===== config.mk =====
export PLATFORM = sky130hd
export DESIGN_NAME = pwm_multi
export DESIGN_NICKNAME = d
export VERILOG_FILES = /design/src/rtl/pwm_multi.sv
export SDC_FILE = /design/constraint.sdc
export NUM_CORES = 1
export LEC_CHECK = 0
export ABC_AREA = 1
export ABC_CLOCK_PERIOD_IN_PS = 2100
export CAP_MARGIN = 5
export CORE_AREA = 10 10 80 82
export CTS_CLUSTER_SIZE = 8
export DETAILED_ROUTE_END_ITERATION = 10
export DIE_AREA = 0 0 90 92
export HOLD_SLACK_MARGIN = 0.12
export PLACE_DENSITY_LB_ADDON = 0.2
export SETUP_SLACK_MARGIN = 0.1
export SYNTH_ARGS = -nofsm -noshare
export SYNTH_HDL_FRONTEND = slang
export SYNTH_SLANG_ARGS = --single-unit

===== constraint.sdc =====
create_clock -name clk -period 2.1 [get_ports clk]
set_input_delay 0.42 -clock clk [delete_from_list [all_inputs] [get_ports clk]]
set_output_delay 0.42 -clock clk [all_outputs]
set_load 0.03 [all_outputs]

===== src/rtl/pwm_multi.sv =====
// Multi-channel PWM generator: double-buffered duty samples, one shared edge/center-aligned counter.
// Optional macro PWM_PHASE_STAGGER_EN offsets each channel's edge-mode compare by k*2^WIDTH/CHANNELS.
module pwm_multi #(
    parameter int WIDTH    = 8,
    parameter int CHANNELS = 2
) (
    input  logic                         clk,
    input  logic                         n_rst,
    input  logic                         enable,
    input  logic                         center_mode,
    input  logic [CHANNELS*WIDTH-1:0]    sample_in,
    input  logic                         sample_valid,
    output logic                         sample_ready,
    output logic [CHANNELS-1:0]          pwm_out,
    output logic                         period_start
);

    typedef enum logic {DIR_UP, DIR_DOWN} dir_e;
    typedef enum logic {MODE_EDGE, MODE_CENTER} mode_e;

    localparam logic [WIDTH-1:0] MAX = '1;
`ifdef PWM_PHASE_STAGGER_EN
    localparam int STEP = (2 ** WIDTH) / CHANNELS;
`endif

    logic [WIDTH-1:0]          cnt_q,       cnt_d;
    dir_e                      dir_q,       dir_d;
    mode_e                     mode_q,      mode_d;
    logic                      pend_full_q, pend_full_d;
    logic [CHANNELS*WIDTH-1:0] pend_q,      pend_d;
    logic [CHANNELS*WIDTH-1:0] duty_q,      duty_d;
    logic [CHANNELS-1:0]       pwm_q,       pwm_d;
    logic                      pstart_q,    pstart_d;
    logic                      en_q,        en_d;

    logic                      boundary;
    logic                      load;
    logic                      accept;
    logic [WIDTH-1:0]          cmp;

    assign sample_ready = !pend_full_q;
    assign pwm_out      = pwm_q;
    assign period_start = pstart_q;

    // NOTE: every *_d gets its hold value first so no path through this block can infer a latch.
    always_comb begin
        cnt_d       = cnt_q;
        dir_d       = dir_q;
        mode_d      = mode_q;
        pend_full_d = pend_full_q;
        pend_d      = pend_q;
        duty_d      = duty_q;
        pwm_d       = '0;
        cmp         = cnt_q;

        boundary = enable &&
                   (((mode_q == MODE_EDGE) && (cnt_q == MAX)) ||
                    ((mode_q == MODE_CENTER) && (dir_q == DIR_DOWN) && (cnt_q == '0)));
        // Idle cycles behave like a permanent boundary for buffer and mode updates.
        load     = boundary || !enable;
        accept   = sample_valid && !pend_full_q;

        if (!enable || boundary) begin
            cnt_d = '0;
            dir_d = DIR_UP;
        end else if (mode_q == MODE_EDGE) begin
            cnt_d = cnt_q + 1'b1;
        end else if (dir_q == DIR_UP) begin
            // The top value is held for one extra cycle while the direction flips.
            if (cnt_q == MAX) dir_d = DIR_DOWN;
            else              cnt_d = cnt_q + 1'b1;
        end else begin
            cnt_d = cnt_q - 1'b1;
        end

        if (load) begin
            mode_d = center_mode ? MODE_CENTER : MODE_EDGE;
            if (pend_full_q) begin
                duty_d      = pend_q;
                pend_full_d = 1'b0;
            end
        end

        // Accept and transfer are mutually exclusive: accept needs an empty buffer, transfer a full one.
        if (accept) begin
            pend_d      = sample_in;
            pend_full_d = 1'b1;
        end

        for (int k = 0; k < CHANNELS; k++) begin
            cmp = cnt_q;
`ifdef PWM_PHASE_STAGGER_EN
            if (mode_q == MODE_EDGE) cmp = cnt_q + WIDTH'(k * STEP);
`endif
            pwm_d[k] = enable && (cmp < duty_q[k*WIDTH +: WIDTH]);
        end

        pstart_d = enable && (boundary || !en_q);
        en_d     = enable;
    end

    // NOTE: sequential state uses non-blocking assignments only; duty and pending buffers are
    // plain registers here, so they are reset with everything else.
    always_ff @(posedge clk or negedge n_rst) begin
        if (!n_rst) begin
            cnt_q       <= '0;
            dir_q       <= DIR_UP;
            mode_q      <= MODE_EDGE;
            pend_full_q <= 1'b0;
            pend_q      <= '0;
            duty_q      <= '0;
            pwm_q       <= '0;
            pstart_q    <= 1'b0;
            en_q        <= 1'b0;
        end else begin
            cnt_q       <= cnt_d;
            dir_q       <= dir_d;
            mode_q      <= mode_d;
            pend_full_q <= pend_full_d;
            pend_q      <= pend_d;
            duty_q      <= duty_d;
            pwm_q       <= pwm_d;
            pstart_q    <= pstart_d;
            en_q        <= en_d;
        end
    end

endmodule


Word level (Yosys, flattened, before mapping). Cells that the tools add are included.

Bits in registers: 47. Output and inout bits: 4. Word-level logic and storage cells: 45.

$add $sub $neg: 2. Order comparisons: 2. Equality and inequality tests: 2. Multiplexer cells: 11. Bitwise gates (word level): 1. Reductions and logical operators: 18.

Operators with widths (number): $mux W8 (4); $lt A8 B8 Y1 (2); $add A8 B1 Y8 const B (1); $eq A8 B8 Y1 const B (1); $logic_and A1 B1 Y1 (8); $logic_not A8 Y1 (1); $sub A8 B1 Y8 const B (1); $mux W1 (7); $ne A4 B4 Y1 const B (1); $reduce_bool A2 Y1 (2); $logic_not A1 Y1 (3); $logic_or A1 B1 Y1 (3); $reduce_and A2 Y1 (1); $not A1 Y1 (1).

Logic depth before layout (Yosys ltp). Gate-level depths: netlist (run 1).

Depth after elaboration: 7. Depth in mapped cells: 11. Depth with buffers taken out: 10.

Worst setup path after synthesis (run 1). No wires, ideal clock.

Path type: register to register. Start point: reg cnt_q[0], in the netlist cmp[0]. End point: reg duty_q[2]. Setup time: 0.117 ns. Arrival time: 1.533 ns. Required time: 1.983 ns. Slack: 0.450 ns. Cell stages (with the launch flop): 11. Clock period less this slack: 1.650 ns. Cells stage by stage: dfrtp_1 inv_1 ha_1 nand2_1 nor2_1 nand3_2 nand3_4 nand2_4 buf_4 nand2_1 o21ai_2.

Longest elaborated chain between the ends: 6. Elaborated cells on any way between the ends: 8. Classes of those cells: eq/ne (1); reduce/logical (7).

RTL lines: from (decl) (line 26) `logic [WIDTH-1:0] cnt_q, cnt_d;`; from (signal assigned) (line 116) `cnt_q <= cnt_d;`; $eq A8 B8 Y1 or $logic_not A8 Y1 (tied branches) (line 57, 58); $logic_and A1 B1 Y1 (on tied branches) (line 57, 58); $logic_or A1 B1 Y1 (*) (line 57) `(((mode_q == MODE_EDGE) && (cnt_q == MAX)) ||`; $logic_and A1 B1 Y1 (*) (line 56) `boundary = enable &&`; $logic_or A1 B1 Y1 (*) (line 60) `load = boundary || !enable;`; $reduce_and A2 Y1 (no source line) (*); to (signal assigned) (line 121) `duty_q <= duty_d;`; to (decl) (line 31) `logic [CHANNELS*WIDTH-1:0] duty_q, duty_d;`.

Mark *: on every way between the ends. The rest lies on a longest branch, timed or not. A chain may end at the register's enable or synchronous reset.

Final worst setup path (run 1).
Start point: reg pend_full_q. End point: out sample_ready.

Longest elaborated chain between the ends: 1.

RTL lines: from (decl) (line 29) `logic pend_full_q, pend_full_d;`; from (signal assigned) (line 119) `pend_full_q <= pend_full_d;`; $logic_not A1 Y1 (line 41) `assign sample_ready = !pend_full_q;`; to (decl) (line 13) `output logic sample_ready,`.

Every way passes these cells.

==> impl_metrics.ini, run 1 <==
[status]
status = finished, final reports clean

[floorplan]
core_sq_um = 4910
die-height_um = 92
rows = 26
die_w_um = 90
dieArea_sq_um = 8280
initial_core_util_pct = 53.9
io_pins = 25

[synthesis]
synth_seq_cells = 47
synth_area_sq_um = 2650
syn-num-nets = 338
yosysWarnings = 0
synth.distinct_cells = 32
syn_avg_cell_area_sq_um = 8.80
yosysSeqAreaShare_pct = 44.4
syn_inst = 301

[setup_path]
r2r_slack_ns = 0.30
reg2reg_to = duty_q[12]
path_class = reg2out
crit_path_end_kind = output port
reg2reg_depth = 10
crit_fanout = 3
required_ns = 1.68
regToRegStartpoint = cmp[1]
critPathArrivalTime_ns = 1.50
startpoint_type = register

[clock_tree]
cts_tree = built
path_clk_slew_ns = 0.09
cts_buffers = 5
clock-sinks = 47
ctsLongestPathBuffers = 2
clk_latency_ns = 0.31
ctsHoldBuffers = 0
postCtsSetupBuffers = 0
htreeDepth = 2
ctsRootBufferMaster = clkbuf_8

[finish]
layout.cells.non_filler = 399
area_growth_pct = 15.0
nNetsFinal = 365
drive_gt1_share_pct = 16.4
antenna_cells = 0

[power]
power.internal_w = 0.00163
power_frac_comb_pct = 25.9
clock_power_share_pct = 25.0
swShare_pct = 31.3
power.leakage_nw = 1.53
power_density_nw_per_um2 = 777
total_power_w = 0.00237
switchingPower_w = 0.000741
p_seq_share_pct = 49.2
ir_drop_mv = 0.422

[sta]
report.final.slew_viol_count = 0
setup_viol = 0
min_period_ns = 1.92
relSlewSlack_pct = 61.1
timing.setup.tns_ns = 0
layout_worst_path_cycle_share_pct = 91.2
max_freq_mhz = 522
hold_viol = 0
fin_skew_ns = 0.0111
timing.hold.ws_ns = 0.184
rsz0062_at_grt = yes
worst_slew_pin_slew_ns = 0.583

[drt]
top_layer = met4
wl_mm = 5.02
vias = 1930
drt-wirelength-per-cell_um = 12.6
dr.pass1.iters = 4
routedLengthMet1_mm = 2.35
drc_errors = 0
antenna_left = 0
wl_met2_mm = 2.31
drt_iter0_markers = 89
wl_met3_um = 225
via_per_inst = 4.84

[hold_path]
hold_path.class = in2async

[placed_design]
gp_congestion = 0.923
hpwl_mm = 3.73
dp_cells = 391
io_buffers = 24

[global_routing]
grt_pass1_wl_mm = 9.40
gr-total-overflow = 0
grt_pass1_vias = 2028
track_usage_pct = 13.4
antenna_found_initial = 0
grt_max_degree = 48

[job]
drv_cap = 0
## cell usage in the layout (no fill, tap or decap), types with 2 or more instances in the layout
cell type        synthesis  routed
nand3_4                  2       2
nand2_1                 70      70
nand2_2                  4       4
a211oi_1                 2       2
nand3_1                 19      19
buf_4                    2       3
clkdlybuf4s50_1          0      23
nor2_1                  23      23
ha_1                    16      14
mux2_2                  10      10
nand4_1                  3       3
nor2_4                   2       2
o21ai_2                 16      16
inv_1                   44      43
o21ai_0                  5       5
clkbuf_8                 0       6
dfrtp_1                 47      46
o21a_1                   2       2
ha_2                     0       2
a21oi_1                 13      13
xor2_1                   6       6
inv_2                    1       2
## worst max-delay path by stage
stage	slack (ns)	cells after the start	to	startpoint
6_report	0.18	2	sample_ready	pend_full_q
5_1_grt	0.10	10	duty_q[5]	cmp[1]
4_1_cts	0.16	2	sample_ready	pend_full_q
3_5_place_dp	0.19	10	duty_q[5]	cmp[0]
3_3_place_gp	0.25	10	duty_q[5]	cmp[0]
2_1_floorplan	0.45	10	duty_q[2]	cmp[0]
## final cells by class
class	instances	area [sq um]
Clock buffer	6	82.6
Sequential cell	47	1180
Tap cell	70	87.6
Clock inverter	2	16.3
Inverter	46	185
Multi-Input combinational cell	201	1240
Fill cell	439	1870
Timing Repair Buffer	27	258
## power groups by stage
stage / combinational (W) / clock [W] / sequential, W
6_report: 0.000612 / 0.000591 / 0.00116
5_1_grt: 0.000713 / 0.000647 / 0.00119
3_5_place_dp: 0.000617 / 0 / 0.00118
4_1_cts: 0.000622 / 0.000609 / 0.00116
2_1_floorplan: 0.000458 / 0 / 0.00117
3_3_place_gp: 0.000596 / 0 / 0.00118
## layer usage
| layer | up-vias | global-route usage (%) |
|---|---|---|
| li1 | 1010 | - |
| met4 | 0 | 6.10 |
| met3 | 13 | 3.26 |
| met2 | 37 | 21.4 |
| met5 | - | 0 |
| met1 | 870 | 17.0 |
## through the flow
step | utilization, % | instance area (sq um) | worst slack (ns)
2_1_floorplan | - | 2650 | 0.450
3_3_place_gp | 59.7 | 2930 | 0.249
3_5_place_dp | 59.7 | 2930 | 0.188
4_1_cts | 61.7 | 3030 | 0.162
5_1_grt | 62.0 | 3050 | 0.100
6_report | 62.0 | 3050 | 0.185
## Yosys cell counts
cell type | number | area, sq um
nand3_1 | 19 | 95.1
buf_2 | 2 | 10.0
nor2_1 | 23 | 86.3
nor2_4 | 2 | 22.5
nand2_2 | 4 | 25.0
o21ai_0 | 5 | 25.0
a211oi_1 | 2 | 15.0
buf_6 | 1 | 11.3
xnor2_1 | 1 | 8.76
mux2i_1 | 1 | 10.0
dfrtp_1 | 47 | 1180
o21ai_1 | 1 | 5.00
nand3_2 | 1 | 10.0
nor3_1 | 1 | 5.00
nand2_1 | 70 | 263
nand4_1 | 3 | 18.8
nand3_4 | 2 | 35.0
buf_4 | 2 | 15.0
xor2_1 | 6 | 52.6
nand2_4 | 1 | 11.3
o21a_1 | 2 | 15.0
inv_2 | 1 | 3.75
a21oi_1 | 13 | 65.1
mux2_2 | 10 | 113
clkbuf_1 | 1 | 3.75
ha_1 | 16 | 200
inv_1 | 44 | 165
and2_1 | 1 | 6.26
buf_12 | 1 | 20.0
inv_6 | 1 | 8.76
o22ai_1 | 1 | 6.26
o21ai_2 | 16 | 140
## critical path: stages (launching register included)
cell and delay [ns]:
dfrtp_1 0.41, inv_1 0.10, clkdlybuf4s50_1 0.68
## what timing repair did
item | CTS | global route
hold endpoints to repair | 0 | 0
endpoints found under the setup margin | 0 | 18
gates resized for setup | 0 | 6
## logic make-up (layout without fill, tap and decap cells)
kind of cell               after synthesis  in the layout  share of synthesized area, %
muxes                                   11             11                          4.63
DFF                                     47             47                          44.4
and+or+nand+nor                        127            127                          21.8
buffers and inverters                   53             81                          8.98
adders and majority gates               16             16                          7.56
xor gates and xnor gates                 7              7                          2.32
AOI/OAI and AO/OA                       40             40                          10.3
## sequential cells by signal (all words and copies together) (netlist names)
name / flops
cmp: 8
dir_q: 1
duty_q: 16
en_q: 1
mode_q: 1
pend_full_q: 1
pend_q: 16
period_start: 1
pwm_out: 2
No activity file was read; power rests on OpenSTA's default activity.
==> inputs of run 2 (changes only) <==
- GPL_TIMING_DRIVEN: default -> 0
- SETUP_SLACK_MARGIN: 0.1 -> 0.15
==> impl_metrics.ini, run 2 (synthesized netlist as in run 1, its figures left out) <==
[finish]
layout.cells.non_filler = 409
area_growth_pct = 18.3
final_common_cell = nand2_1
fin_area_sq_um = 3130
fillCellCount = 411
drive_gt1_share_pct = 18.6
layout_common_cells = nand2_1 (70), dfrtp_1 (46), inv_1 (43), clkdlybuf4s50_1 (22), nor2_1 (21)
nNetsFinal = 376
antenna_cells = 0

[clock_tree]
htreeDepth = 2
ctsLongestPathBuffers = 2
ctsRootBufferMaster = clkbuf_8
clock-sinks = 47
clk_latency_ns = 0.30
path_clk_slew_ns = 0.09
cts_tree = built
cts_buffers = 5

[setup_path]
required_ns = 2.30
crit_path_top_delay_cell = dfrtp_1
crit_fanout = 10
cpPeakStageDelay_ns = 0.43
cp_common_cell = nand2_1
path_cells = inv_2 -> ha_2 -> nand2_1 -> nor2_1 -> nand3_2 -> nand3_4 -> nand2_4 -> buf_4 -> nand2_1 -> o21ai_2
crit_path_end_kind = register
startpoint_type = register
path_class = reg2reg
critPathArrivalTime_ns = 2.00

[drt]
dr.pass1.iters = 4
wl_mm = 5.09
drt_iter0_markers = 118
drt-wirelength-per-cell_um = 12.4
via_per_inst = 4.93
drc_errors = 0
vias = 2018
antenna_left = 0

[power]
ir_drop_mv = 0.439
power_density_nw_per_um2 = 746
power.leakage_nw = 1.60

[floorplan]
initial_core_util_pct = 53.9
die_w_um = 90
core_sq_um = 4910
rows = 26
die-height_um = 92
io_pins = 25
dieArea_sq_um = 8280

[status]
status = finished, final reports clean

[sta]
max_freq_mhz = 555
hold_viol = 0
layout_worst_path_cycle_share_pct = 85.9
timing.setup.tns_ns = 0
min_period_ns = 1.80
report.final.slew_viol_count = 0
rsz0062_at_grt = no
fin_skew_ns = 0.0114
relSlewSlack_pct = 76.0
worst_slew_pin_slew_ns = 0.360
setup_viol = 0

[placed_design]
placed_area_sq_um = 2990
gp_congestion = 0.890
io_buffers = 24
hpwl_mm = 3.93
dp_cells = 396

[global_routing]
grt_max_degree = 35
grt_pass1_wl_mm = 9.26
grt_pass1_vias = 2084
track_usage_pct = 13.3
gr-total-overflow = 0
antenna_found_initial = 0

[hold_path]
hold_path.class = reg2reg

[job]
drv_cap = 0
run 2: path summary, 6_finish.rpt:
kind | start | end | slack (ns) | cells past startpoint
setup / recovery | cmp[0] | duty_q[3] | 0.30 | 10
hold / removal | pend_q[9] | duty_q[9] | 0.49 | 2
setup reg to reg | cmp[0] | duty_q[3] | 0.30 | 10
hold reg to reg | pend_q[9] | duty_q[9] | 0.49 | 2
max in group asynchronous | n_rst | cmp[1] | 1.05 | 3
min in group asynchronous | n_rst | duty_q[13] | 0.54 | 2
run 2: critical path, delay by kind of cell, from the launching register on:
family,cells,cell delay (ns)
adders and majority gates,1,0.23
DFF,1,0.43
buffers and inverters,2,0.30
AOI/OAI and AO/OA,1,0.05
and+or+nand+nor,6,0.70
run 2: stage by stage:
step                setup slack, ns  power [W]  util [%]  hold WS (ns)
floorplan                     0.450    0.00163         -         0.124
global placement             -0.746    0.00179      60.6         0.463
detailed placement            0.154    0.00182      60.9         0.348
CTS                           0.176    0.00236      62.9         0.493
global route                  0.153    0.00251      63.8         0.509
finish                        0.297    0.00234      63.8         0.488
run 2: power by group:
| part | switching [W] | total (W) | internal [W] | leakage (nW) |
|---|---|---|---|---|
| logic | 0.000348 | 0.000644 | 0.000296 | 0.979 |
| registers | 0.0000781 | 0.00116 | 0.00108 | 0.572 |
| clock network | 0.000303 | 0.000531 | 0.000228 | 0.0440 |
| total | 0.000729 | 0.00234 | 0.00161 | 1.60 |
run 2: what timing repair did:
| item | CTS | global route |
|---|---|---|
| hold endpoints to repair | 13 | 0 |
| setup endpoints to repair | 9 | 25 |
| hold buffers | 1 | 0 |
| resized for setup | 3 | 3 |
| buffers inserted | 0 | 5 |
run 2: cell type report:
cell class	count	area, sq um	area share, %
buffer	7	60.1	1.92
clock inverter	2	13.8	0.439
sequential	47	1180	37.6
inverter	46	178	5.67
tap	70	87.6	2.80
multi-input combinational	201	1240	39.6
timing repair buffer	31	305	9.75
clock buffer	5	68.8	2.20
run 2: layer usage:
layer | GRT usage [%] | wire [um] | up-vias
met5 | 0 | 0 | -
met2 | 21.4 | 2340 | 32
li1 | - | - | 1031
met4 | 5.57 | 110 | 0
met3 | 2.77 | 176 | 10
met1 | 17.1 | 2460 | 945
==> inputs of run 3 (changes only) <==
- CTS_CLUSTER_SIZE: 8 -> 28
- HOLD_SLACK_MARGIN: 0.12 -> default
==> impl_metrics.ini, run 3 (synthesized netlist as in run 1, its figures left out) <==
[power]
ir_drop_mv = 0.439
switchingPower_w = 0.000729
power.leakage_nw = 1.59
power.internal_w = 0.00161
power_frac_comb_pct = 27.5
swShare_pct = 31.2
power_density_nw_per_um2 = 748
p_seq_share_pct = 49.7
clock_power_share_pct = 22.7

[setup_path]
cp_common_cell = nand2_1
startpoint_type = register
critPathArrivalTime_ns = 2.01
crit_path_top_delay_cell = dfrtp_1
regToRegStartpoint = cmp[0]
crit_start = cmp[0]
path_class = reg2reg
path_cells = inv_2 -> ha_2 -> nand2_1 -> nor2_1 -> nand3_2 -> nand3_4 -> nand2_4 -> buf_4 -> nand2_1 -> o21ai_2
required_ns = 2.30
crit_path_end_kind = register
crit_fanout = 10
cpPeakStageDelay_ns = 0.43

[sta]
hold_viol = 0
relSlewSlack_pct = 76.0
max_freq_mhz = 552
rsz0062_at_grt = no
fin_skew_ns = 0.0112
worst_slew_pin_slew_ns = 0.360
layout_worst_path_cycle_share_pct = 86.2
timing.hold.ws_ns = 0.00280
min_period_ns = 1.81
report.final.slew_viol_count = 0
timing.setup.tns_ns = 0
setup_viol = 0

[finish]
nNetsFinal = 375
antenna_cells = 0
final_common_cell = nand2_1
drive_gt1_share_pct = 18.6
layout_common_cells = nand2_1 (70), dfrtp_1 (46), inv_1 (43), clkdlybuf4s50_1 (22), nor2_1 (21)
area_growth_pct = 17.9

[clock_tree]
htreeDepth = 2
clk_latency_ns = 0.30
ctsRootBufferMaster = clkbuf_8
ctsLongestPathBuffers = 2
cts_tree = built
cts_buffers = 5
clock-sinks = 47
path_clk_slew_ns = 0.09
ctsHoldBuffers = 0

[global_routing]
antenna_found_initial = 0
grt_max_degree = 35
track_usage_pct = 13.3
grt_pass1_vias = 2082
gr-total-overflow = 0
grt_pass1_wl_mm = 9.23

[placed_design]
gp_congestion = 0.890
io_buffers = 24
hpwl_mm = 3.93

[hold_path]
hold_path.class = in2async

[floorplan]
io_pins = 25
rows = 26
initial_core_util_pct = 53.9
core_sq_um = 4910
die_w_um = 90
die-height_um = 92
dieArea_sq_um = 8280

[status]
status = finished, final reports clean

[drt]
vias = 2018
wl_mm = 5.08
dr.pass1.iters = 4
antenna_left = 0
via_per_inst = 4.95
drt_iter0_markers = 111
drc_errors = 0
drt-wirelength-per-cell_um = 12.5

[job]
drv_cap = 0
## run 3: cell types whose count changed in the layout (fill, tap and decap cells not counted)
cell / before / now
dlygate4sd3_1: 1 / 0
## run 3: timing repair
item                       in CTS  in global routing
setup endpoints to repair       9                 25
buffers inserted                0                  5
resized for setup               3                  3
pin swaps                       0                  0
hold endpoints to repair        0                  0
## run 3: worst max-delay path, delay by kind of cell (launching register included)
kind            cells  cell delay, ns
flops               1            0.43
buf+inv             2            0.30
compound gates      1            0.05
fa+ha+maj           1            0.23
simple gates        6            0.70
## run 3: per-layer routing
metal  wire length (um)  share of wire [%]  vias to the layer above  GRT usage [%]
met2               2340                 46                       35           21.4
met3                195                3.8                       10           2.85
met5                  0                  0                        -              0
met1               2440                 48                      944           16.9
li1                   -                  -                     1029              -
met4                110                2.2                        0           5.57
## run 3: layout make-up
type,count,area (sq um)
Buffer,7,60.1
Clock buffer,5,68.8
Clock inverter,2,13.8
Fill cell,412,1790
Inverter,46,178
Multi-Input combinational cell,201,1240
Sequential cell,47,1180
Tap cell,70,87.6
Timing Repair Buffer,30,295
## run 3: path summary, 6_finish.rpt
| check | to | slack (ns) | cells after the start |
|---|---|---|---|
| min in group clk | duty_q[9] | 0.49 | 2 |
| setup / recovery | duty_q[3] | 0.29 | 10 |
| hold / removal | duty_q[13] | 0.003 | 1 |
| hold reg to reg | duty_q[9] | 0.49 | 2 |
| max in group asynchronous | cmp[1] | 1.59 | 2 |
| setup reg to reg | duty_q[3] | 0.29 | 10 |
## run 3: power by group through the flow
| stage | Sequential (W) | Clock, W | Combinational [W] |
|---|---|---|---|
| final | 0.00116 | 0.000531 | 0.000643 |
| after global routing | 0.00118 | 0.000592 | 0.000739 |
| after CTS | 0.00116 | 0.000554 | 0.000641 |
| after detailed placement | 0.00118 | 0 | 0.000636 |
| after global placement | 0.00118 | 0 | 0.000614 |
| after floorplan | 0.00117 | 0 | 0.000458 |
## run 3: stage by stage
| step | cell area [sq um] | power (W) | setup slack [ns] | cells | util (%) |
|---|---|---|---|---|---|
| floorplan | 2650 | 0.00163 | 0.450 | 301 | - |
| global placement | 2980 | 0.00179 | -0.746 | 395 | 60.6 |
| detailed placement | 2990 | 0.00182 | 0.154 | 396 | 60.9 |
| CTS | 3080 | 0.00236 | 0.176 | 403 | 62.7 |
| global route | 3120 | 0.00251 | 0.154 | 408 | 63.6 |
| finish | 3120 | 0.00234 | 0.289 | 408 | 63.6 |
